--- config.mk ---
export PLATFORM = sky130hd
export DESIGN_NAME = branch_cmp_seq_flat
export DESIGN_NICKNAME = d
export VERILOG_FILES = /design/src/rtl/branch_cmp_seq_if.sv /design/src/rtl/branch_cmp_seq.sv /design/src/flat_wrapper.sv
export SDC_FILE = /design/constraint.sdc
export NUM_CORES = 1
export LEC_CHECK = 0
export ABC_CLOCK_PERIOD_IN_PS = 3300
export BUFFER_PORTS_ARGS = -buffer_cell sky130_fd_sc_hd__buf_4
export CELL_PAD_IN_SITES_DETAIL_PLACEMENT = 1
export CELL_PAD_IN_SITES_GLOBAL_PLACEMENT = 2
export CORE_UTILIZATION = 31
export CTS_CLUSTER_DIAMETER = 100
export DETAILED_ROUTE_END_ITERATION = 16
export PLACE_DENSITY_LB_ADDON = 0.1
export SYNTH_ARGS = -nofsm -noshare
export SYNTH_HDL_FRONTEND = slang
export SYNTH_SLANG_ARGS = --single-unit
--- constraint.sdc ---
create_clock -name clk -period 3.3 [get_ports clk]
set_input_delay 0.66 -clock clk [delete_from_list [all_inputs] [get_ports clk]]
set_output_delay 0.66 -clock clk [all_outputs]
set_load 0.1 [all_outputs]
--- src/rtl/branch_cmp_seq_if.sv ---
// Request/response bundle for the multi-cycle branch comparator.
// The consumer side drives requests and accepts results.
interface branch_cmp_seq_if #(
  parameter int XLEN = 32
);
  logic            in_valid;
  logic            in_ready;
  logic [XLEN-1:0] rs1_data;
  logic [XLEN-1:0] rs2_data;
  logic [2:0]      funct3;
  logic [XLEN-1:0] pc;
  logic [XLEN-1:0] imm;
  logic            flush;
  logic            out_valid;
  logic            out_ready;
  logic            br_lt;
  logic            br_eq;
  logic            br_taken;
  logic [XLEN-1:0] br_target;
  logic            illegal;

  modport master (
    output in_valid, rs1_data, rs2_data, funct3, pc, imm,
    output flush, out_ready,
    input  in_ready, out_valid, br_lt, br_eq, br_taken,
    input  br_target, illegal
  );

  modport slave (
    input  in_valid, rs1_data, rs2_data, funct3, pc, imm,
    input  flush, out_ready,
    output in_ready, out_valid, br_lt, br_eq, br_taken,
    output br_target, illegal
  );
endinterface

--- src/rtl/branch_cmp_seq.sv ---
// Slice-serial branch comparator/resolver: MSB-first compare with
// early exit on the first differing slice, plus registered pc+imm.
module branch_cmp_seq #(
  parameter int XLEN  = 32,
  parameter int SLICE = 8
) (
  input  logic           clk,
  input  logic           rst_n,
  branch_cmp_seq_if.slave bus
);
  localparam int NSLICE = XLEN / SLICE;
  localparam int IW = (NSLICE > 1) ? $clog2(NSLICE) : 1;
  localparam logic [IW-1:0] TOP = IW'(NSLICE - 1);

  typedef enum logic [1:0] {
    IDLE = 2'd0,
    CMP  = 2'd1,
    DONE = 2'd2
  } state_t;

  state_t          state_q, state_d;
  logic [IW-1:0]   idx_q, idx_d;
  logic [XLEN-1:0] a_q, a_d;
  logic [XLEN-1:0] b_q, b_d;
  logic [2:0]      f3_q, f3_d;
  logic [XLEN-1:0] tgt_q, tgt_d;
  logic            lt_q, lt_d;
  logic            eq_q, eq_d;
  logic            tk_q, tk_d;
  logic            ill_q, ill_d;

  logic             acc;
  logic             f3_ill;
  logic [SLICE-1:0] sa, sb;

  function automatic logic taken_of(
    input logic [2:0] f3,
    input logic       lt,
    input logic       eq
  );
    logic t;
    t = 1'b0;
    unique case (1'b1)
      (f3 == 3'b000): t = eq;
      (f3 == 3'b001): t = !eq;
      (f3 == 3'b100),
      (f3 == 3'b110): t = lt;
      (f3 == 3'b101),
      (f3 == 3'b111): t = !lt;
      default:        t = 1'b0;
    endcase
    return t;
  endfunction

  assign acc    = bus.in_valid && (state_q == IDLE) && !bus.flush;
  assign f3_ill = (f3_q[2:1] == 2'b01);

  // Signed compare: flip the sign bit of the top slice, then compare unsigned.
  always_comb begin
    sa = a_q[idx_q*SLICE +: SLICE];
    sb = b_q[idx_q*SLICE +: SLICE];
    if (!f3_q[1] && idx_q == TOP) begin
      sa[SLICE-1] = ~sa[SLICE-1];
      sb[SLICE-1] = ~sb[SLICE-1];
    end
  end

  always_ff @(posedge clk or negedge rst_n) begin
    if (!rst_n) begin
      state_q <= IDLE;
      idx_q   <= '0;
      a_q     <= '0;
      b_q     <= '0;
      f3_q    <= '0;
      tgt_q   <= '0;
      lt_q    <= 1'b0;
      eq_q    <= 1'b0;
      tk_q    <= 1'b0;
      ill_q   <= 1'b0;
    end else begin
      state_q <= state_d;
      idx_q   <= idx_d;
      a_q     <= a_d;
      b_q     <= b_d;
      f3_q    <= f3_d;
      tgt_q   <= tgt_d;
      lt_q    <= lt_d;
      eq_q    <= eq_d;
      tk_q    <= tk_d;
      ill_q   <= ill_d;
    end
  end

  always_comb begin
    state_d = state_q;
    idx_d   = idx_q;
    a_d     = a_q;
    b_d     = b_q;
    f3_d    = f3_q;
    tgt_d   = tgt_q;
    lt_d    = lt_q;
    eq_d    = eq_q;
    tk_d    = tk_q;
    ill_d   = ill_q;
    unique case (state_q)
      IDLE: begin
        if (acc) begin
          a_d     = bus.rs1_data;
          b_d     = bus.rs2_data;
          f3_d    = bus.funct3;
          tgt_d   = bus.pc + bus.imm;
          idx_d   = TOP;
          state_d = CMP;
        end
      end
      CMP: begin
        if (f3_ill) begin
          lt_d    = 1'b0;
          eq_d    = 1'b0;
          tk_d    = 1'b0;
          ill_d   = 1'b1;
          state_d = DONE;
        end else if (sa != sb) begin
          lt_d    = (sa < sb);
          eq_d    = 1'b0;
          tk_d    = taken_of(f3_q, sa < sb, 1'b0);
          ill_d   = 1'b0;
          state_d = DONE;
        end else if (idx_q == '0) begin
          lt_d    = 1'b0;
          eq_d    = 1'b1;
          tk_d    = taken_of(f3_q, 1'b0, 1'b1);
          ill_d   = 1'b0;
          state_d = DONE;
        end else begin
          idx_d = idx_q - IW'(1);
        end
      end
      DONE: begin
        if (bus.out_ready) state_d = IDLE;
      end
      default: state_d = IDLE;
    endcase
    if (bus.flush) state_d = IDLE;
  end

  always_comb begin
    bus.in_ready  = (state_q == IDLE);
    bus.out_valid = (state_q == DONE);
    bus.br_lt     = lt_q;
    bus.br_eq     = eq_q;
    bus.br_taken  = tk_q;
    bus.illegal   = ill_q;
    bus.br_target = tgt_q;
  end
endmodule

--- src/flat_wrapper.sv ---
// flat-port wrapper written by rule: the top's interface ports become plain ports
module branch_cmp_seq_flat 
#(
  parameter int XLEN  = 32,
  parameter int SLICE = 8
)
  (clk, rst_n, bus_in_valid, bus_rs1_data, bus_rs2_data, bus_funct3, bus_pc, bus_imm, bus_flush, bus_out_ready, bus_in_ready, bus_out_valid, bus_br_lt, bus_br_eq, bus_br_taken, bus_br_target, bus_illegal);
  branch_cmp_seq_if #(.XLEN(XLEN)) bus_i ();
  input  logic clk;
  input  logic rst_n;
  input wire logic [$bits(bus_i.in_valid)-1:0] bus_in_valid;
  input wire logic [$bits(bus_i.rs1_data)-1:0] bus_rs1_data;
  input wire logic [$bits(bus_i.rs2_data)-1:0] bus_rs2_data;
  input wire logic [$bits(bus_i.funct3)-1:0] bus_funct3;
  input wire logic [$bits(bus_i.pc)-1:0] bus_pc;
  input wire logic [$bits(bus_i.imm)-1:0] bus_imm;
  input wire logic [$bits(bus_i.flush)-1:0] bus_flush;
  input wire logic [$bits(bus_i.out_ready)-1:0] bus_out_ready;
  output wire logic [$bits(bus_i.in_ready)-1:0] bus_in_ready;
  output wire logic [$bits(bus_i.out_valid)-1:0] bus_out_valid;
  output wire logic [$bits(bus_i.br_lt)-1:0] bus_br_lt;
  output wire logic [$bits(bus_i.br_eq)-1:0] bus_br_eq;
  output wire logic [$bits(bus_i.br_taken)-1:0] bus_br_taken;
  output wire logic [$bits(bus_i.br_target)-1:0] bus_br_target;
  output wire logic [$bits(bus_i.illegal)-1:0] bus_illegal;
  assign bus_i.in_valid = bus_in_valid;
  assign bus_i.rs1_data = bus_rs1_data;
  assign bus_i.rs2_data = bus_rs2_data;
  assign bus_i.funct3 = bus_funct3;
  assign bus_i.pc = bus_pc;
  assign bus_i.imm = bus_imm;
  assign bus_i.flush = bus_flush;
  assign bus_i.out_ready = bus_out_ready;
  assign bus_in_ready = bus_i.in_ready;
  assign bus_out_valid = bus_i.out_valid;
  assign bus_br_lt = bus_i.br_lt;
  assign bus_br_eq = bus_i.br_eq;
  assign bus_br_taken = bus_i.br_taken;
  assign bus_br_target = bus_i.br_target;
  assign bus_illegal = bus_i.illegal;
  branch_cmp_seq #(.XLEN(XLEN), .SLICE(SLICE)) u_core (.clk(clk), .rst_n(rst_n), .bus(bus_i));
endmodule
==> results of run 1 <==
## state kept, by name, indices dropped and copies added, names as in the netlist
| name | flops |
|---|---|
| u_core.idx_q | 2 |
| u_core.bus.illegal | 1 |
| u_core.bus.br_target | 32 |
| u_core.state_q | 2 |
| u_core.f3_q | 3 |
| u_core.bus.br_lt | 1 |
| u_core.bus.br_eq | 1 |
| u_core.bus.br_taken | 1 |
| u_core.b_q | 32 |
| u_core.a_q | 32 |
## through the flow
stage / instance area, um^2 / total power [W] / util (%)
after detailed placement: 8220 / 0.00413 / 39.2
after CTS: 8520 / 0.00525 / 40.6
after floorplan: 6620 / 0.00342 / -
after global routing: 8520 / 0.00547 / 40.6
after global placement: 8220 / 0.00406 / 39.2
final: 8520 / 0.00517 / 40.6
## path summary, 6_finish.rpt
path	startpoint	to	slack [ps]	cells after the start
min in group clk	u_core.b_q[21]$_DFFE_PN0P_	u_core.b_q[21]$_DFFE_PN0P_	470	2
hold / removal	rst_n	u_core.a_q[1]$_DFFE_PN0P_	180	1
setup / recovery	u_core.idx_q[0]$_DFFE_PN0P_	u_core.idx_q[1]$_DFFE_PN0P_	410	10
max in group asynchronous	rst_n	u_core.b_q[5]$_DFFE_PN0P_	2390	2
hold reg to reg	u_core.b_q[21]$_DFFE_PN0P_	u_core.b_q[21]$_DFFE_PN0P_	470	2
setup reg to reg	u_core.idx_q[0]$_DFFE_PN0P_	u_core.idx_q[1]$_DFFE_PN0P_	410	10
## per-layer routing
metal  vias up  wire [um]  global-route usage (%)
li1       2967          -                       -
met1      2947       9050                    24.1
met2       108      10800                    36.0
met3        31        504                    1.81
met4         0        610                    7.68
met5         -          0                       0
## worst register-to-register path, cell delays in order (launching register included)
cell and delay, ps:
dfrtp_1 350, buf_4 240, mux4_2 590, xnor2_1 150, ha_1 290, and4_1 230, and2_1 180, nor2b_1 290
nand3_1 230, o21ai_0 120, o21ai_0 100
## cells in the final DEF, fill, tap and decap left out, types with 3 or more instances in the layout
cell	instances
o2111ai_1	4
nor2_1	23
o21ai_0	39
xor2_1	5
nand2b_1	5
nand3_1	18
nand4_1	7
o31ai_1	4
dfrtp_1	107
buf_4	186
or3_1	4
ha_1	41
o21a_1	7
a21o_1	13
and3_1	7
nor3_1	10
nor2b_1	6
mux2i_1	5
clkbuf_16	9
nor4_1	3
and4_1	4
a21oi_1	40
nand2_1	272
mux4_2	16
inv_1	17
o21bai_1	6
o211ai_1	4
a31oi_1	3
a211oi_1	10
xnor2_1	16
## logic make-up after synthesis
kind of cell | synth area share (%)
multiplexers | 6.71
adder cells (fa/ha/maj) | 8.06
AO/OA/AOI/OAI | 14.8
buffers and inverters | 3.46
XOR/XNOR | 2.78
flip-flops | 40.5
AND/OR/NAND/NOR | 23.7
## cell usage after synthesis, types with 4 or more instances
master and instances:
o21bai_1 6, and3_1 7, xor2_1 5, clkbuf_1 19, or3_1 4, nand4_1 7, o21ai_0 39, and4_1 4
ha_1 41, mux2i_1 5, buf_1 7, xnor2_1 16, mux4_2 16, dfrtp_1 107, nand2_1 272, nor2_1 23
nor2b_1 6, nand3_1 18, o21a_1 7, a211oi_1 10, buf_2 12, a21oi_1 40, inv_1 17, a21o_1 13
nor3_1 10, o31ai_1 4, o211ai_1 4, nand2b_1 5, o2111ai_1 4
## power by group through the flow
| stage | clock network [W] | registers [W] | logic, W |
|---|---|---|---|
| finish | 0.00109 | 0.00176 | 0.00232 |
| global route | 0.00119 | 0.00179 | 0.00249 |
| CTS | 0.00114 | 0.00176 | 0.00235 |
| detailed placement | 0 | 0.00178 | 0.00235 |
| global placement | 0 | 0.00177 | 0.00230 |
| floorplan | 0 | 0.00263 | 0.000792 |
## cell type report
cell class	count	area, um^2	area share, %
Clock buffer	10	239	2.81
Clock inverter	6	56.3	0.661
Inverter	17	63.8	0.749
Multi-Input combinational cell	606	3720	43.7
Sequential cell	107	2680	31.4
Tap cell	275	344	4.04
Timing Repair Buffer	187	1420	16.6
==> impl_metrics.toml, run 1 <==
[critical_path]
critical_path_buf_inv_count = 1
crit_path_cell_trace = "buf_4 > mux4_2 > xnor2_1 > ha_1 > and4_1 > and2_1 > nor2b_1 > nand3_1 > o21ai_0 > o21ai_0"
slowest_delay_ps = 590
cp_max_fo = 10
worstPathArrival_ps = 3110
critical_path_required_ps = 3520
cp_top_family = "simple AND/OR/NAND/NOR gates"
crit_path_start_kind = "flop"
path_class = "flop to flop"
end_kind = "flop"
crit_top_cell = "o21ai_0"
critical_path.slowest_cell = "mux4_2"

[power]
p_per_area_mw_per_mm2 = 607
switchingPower_w = 0.00234
internal_power_w = 0.00283
power.share.combinational_pct = 44.9
clockPowerShare_pct = 21.1
p_seq_share_pct = 33.9
irDropWorstVdd_v = 0.000262
switching_share_pct = 45.3
power_leakage_nw = 4.23

[logic_synthesis]
synthFlopType = "dfrtp_1"
ys.warnings.count = 0
synth.area.top_cells = "dfrtp_1 40%, nand2_1 15%, ha_1 7.8%"
syn_nets = 947
synthCells = 769
yosys.area.top_type = "dfrtp_1"
synth_enable_flop_cells = 0
syn_area_mm2 = 0.00662
avgSynthCellArea_um2 = 8.60
yosysSeqAreaShare_pct = 40.5
ys_ff_latch = 107
ys_types = 59
synth_top_area_share_pct = 40.5
async_flop_share_pct = 100

[floorplanning]
placementRows = 53
die_h_um = 148
floorplan.initialDensity_pct = 31.6
die_x_um = 148
die_area_mm2 = 0.0219
boundaryPins = 174
coreArea_mm2 = 0.0210

[routing]
num_vias = 6053
drc = 0
avgRoutedWirePerCell_um = 17.3
vias_per_cell = 5.01
drt_iter0_markers = 232
ant_nets = 0
drt_pre_antenna_iters = 6
wl_mm = 20.9

[place]
place.gp.congestion = 0.852
dp_worst_setup_slack_ps = 203
dp.cells = 1192
post-dp-hpwl_mm = 16.2
io_buffer_count = 173

[grt]
gr-total-overflow = 0
track_usage_pct = 19.8
grt_pass1_wl_mm = 34.2
grt_max_degree = 75
antenna_found_initial = 0
grt_pass1_vias = 6588

[sta]
whs_ps = 180
fmax_mhz = 346
slew_headroom_pct = 46.8
fin_crit_sh_pct = 87.5
clock_skew_ps = 9.14
fin_setup_tns_ps = 0
setup_viol = 0
tightest_slew_ps = 797
hold_viol = 0
maxSlewViolCount = 0
fin_ws_ps = 411
min_period_ps = 2890
rsz0062_at_grt = "no"

[clock_network]
ctsHoldBuffers = 0
cts_root_buffer = "clkbuf_16"
cts_tree = "yes"
cts.sinks = 107
cts_buffer_depth = 2
h-tree-depth = 3
postCtsSetupBuffers = 0
cts_resized = 0
clk_pin_slew_ps = 80
cts_made_buffers = 9
insertion_delay_ps = 350

[cells_and_area]
fin_cells = 1208
diodes = 0
area_growth_pct = 28.7
nets = 1106
post_route_cells_drive_above_1_share_pct = 24.9
fillCellCount = 2525

[outcome]
outcome = "finished clean"

[flow_run]
drv_cap = 0

[worst_hold_path]
hp-class = "input port to asynchronous set/reset pin"
(Power assumes the default switching activity.)
==> run 2, diff against run 1 <==
Settings changed: CORE_ASPECT_RATIO from default to 0.9, GPL_TIMING_DRIVEN from default to 0.
==> impl_metrics.toml, run 2 (synthesis results as in run 1) <==
[power]
switching_share_pct = 46.0
p_per_area_mw_per_mm2 = 605
switchingPower_w = 0.00240
power.share.combinational_pct = 44.8
clockPowerShare_pct = 21.3
irDropWorstVdd_v = 0.000316
internal_power_w = 0.00281
p_seq_share_pct = 33.9
power.total_w = 0.00521
power_leakage_nw = 4.27

[clock_network]
clk_pin_slew_ps = 80
cts.sinks = 107
cts_made_buffers = 9
postCtsSetupBuffers = 0
cts_tree = "yes"
h-tree-depth = 3
cts_root_buffer = "clkbuf_16"
insertion_delay_ps = 360
cts_buffer_depth = 2
ctsHoldBuffers = 0

[critical_path]
end_kind = "flop"
cp_max_fo = 10
crit_path_start_kind = "flop"
rr_worst_depth = 10
critical_path_required_ps = 3540
worstPathArrival_ps = 3220
path_class = "flop to flop"

[floorplanning]
die_x_um = 156
die_h_um = 141
boundaryPins = 174
coreArea_mm2 = 0.0208
placementRows = 50
floorplan.initialDensity_pct = 31.8
die_area_mm2 = 0.0219

[grt]
track_usage_pct = 21.5
antenna_found_initial = 0
gr-total-overflow = 0
grt_max_degree = 93
grt_pass1_vias = 6677
grt_pass1_wl_mm = 36.1

[routing]
drt_pre_antenna_iters = 5
avgRoutedWirePerCell_um = 18.4
drt_iter0_markers = 267
vias_per_cell = 5.07
num_vias = 6312
drc = 0
wl_mm = 22.9
ant_nets = 0

[sta]
hold_viol = 0
setup_viol = 0
maxSlewViolCount = 0
min_period_ps = 2980
whs_ps = 132
tightest_slew_ps = 777
clock_skew_ps = 14.0
fin_ws_ps = 316
fmax_mhz = 335
rsz0062_at_grt = "no"
slew_headroom_pct = 48.2
fin_crit_sh_pct = 90.4

[outcome]
outcome = "finished clean"

[cells_and_area]
area_growth_pct = 30.1
post_route_cells_drive_above_1_share_pct = 24.4
utilization_pct = 41.3
most-common-layout-cells = "272 x nand2_1, 173 x buf_4, 107 x dfrtp_1"
nets = 1132
final_common_cell = "nand2_1"
diodes = 0

[worst_hold_path]
hp-class = "input port to asynchronous set/reset pin"

[place]
dp_worst_setup_slack_ps = -213
io_buffer_count = 173
place.gp.congestion = 0.868
post-dp-hpwl_mm = 17.9

[flow_run]
drv_cap = 0
run 2: per-stage QoR:
step                TNS [ps]  cell area (um^2)  instances
floorplan                  0              6620        769
global placement        -729              8270       1228
detailed placement      -828              8300       1229
CTS                        0              8600       1245
global route               0              8610       1245
finish                     0              8610       1245
run 2: cell type report:
type / count / area, um^2
Tap cell: 286 / 358
Sequential cell: 107 / 2680
Fill cell: 2508 / 12200
Multi-Input combinational cell: 606 / 3710
Clock buffer: 9 / 225
Clock inverter: 7 / 65.1
Inverter: 17 / 63.8
Timing Repair Buffer: 174 / 1330
Buffer: 39 / 176
run 2: worst paths after layout:
path / startpoint / to / slack, ps
setup / recovery: u_core.idx_q[0]$_DFFE_PN0P_ / u_core.idx_q[1]$_DFFE_PN0P_ / 320
hold / removal: rst_n / u_core.bus.br_target[12]$_DFFE_PN0P_ / 130
setup reg to reg: u_core.idx_q[0]$_DFFE_PN0P_ / u_core.idx_q[1]$_DFFE_PN0P_ / 320
hold reg to reg: u_core.a_q[18]$_DFFE_PN0P_ / u_core.a_q[18]$_DFFE_PN0P_ / 480
max in group asynchronous: rst_n / u_core.bus.br_target[31]$_DFFE_PN0P_ / 2420
min in group clk: u_core.a_q[18]$_DFFE_PN0P_ / u_core.a_q[18]$_DFFE_PN0P_ / 480
run 2: power by group through the flow:
stage | clock (W) | sequential [W] | combinational (W)
after global routing | 0.00118 | 0.00180 | 0.00250
after CTS | 0.00113 | 0.00177 | 0.00235
after floorplan | 0 | 0.00263 | 0.000792
after detailed placement | 0 | 0.00179 | 0.00234
after global placement | 0 | 0.00177 | 0.00229
final | 0.00111 | 0.00177 | 0.00233
run 2: what timing repair did:
item,4_1_cts,5_1_grt
gates resized for setup,3,2
gates cloned,0,0
endpoints found under the setup margin,6,3
hold endpoints to repair,0,0
run 2: per-layer routing:
metal	vias to the layer above	part of all wire (%)	GRT usage, %
li1	3026	-	-
met1	3113	49	31.3
met2	156	45	33.5
met3	17	4.9	3.44
met4	0	1.1	4.49
met5	-	0	0
run 2: worst max-delay path, stage by stage (launching register included):
cell and delay, ps:
dfrtp_1 350, clkbuf_4 300, buf_6 240, mux4_2 550
ha_1 290, and4_1 230, and2_1 180, nor2b_1 280
nand3_1 220, o21ai_0 120, o21ai_0 110
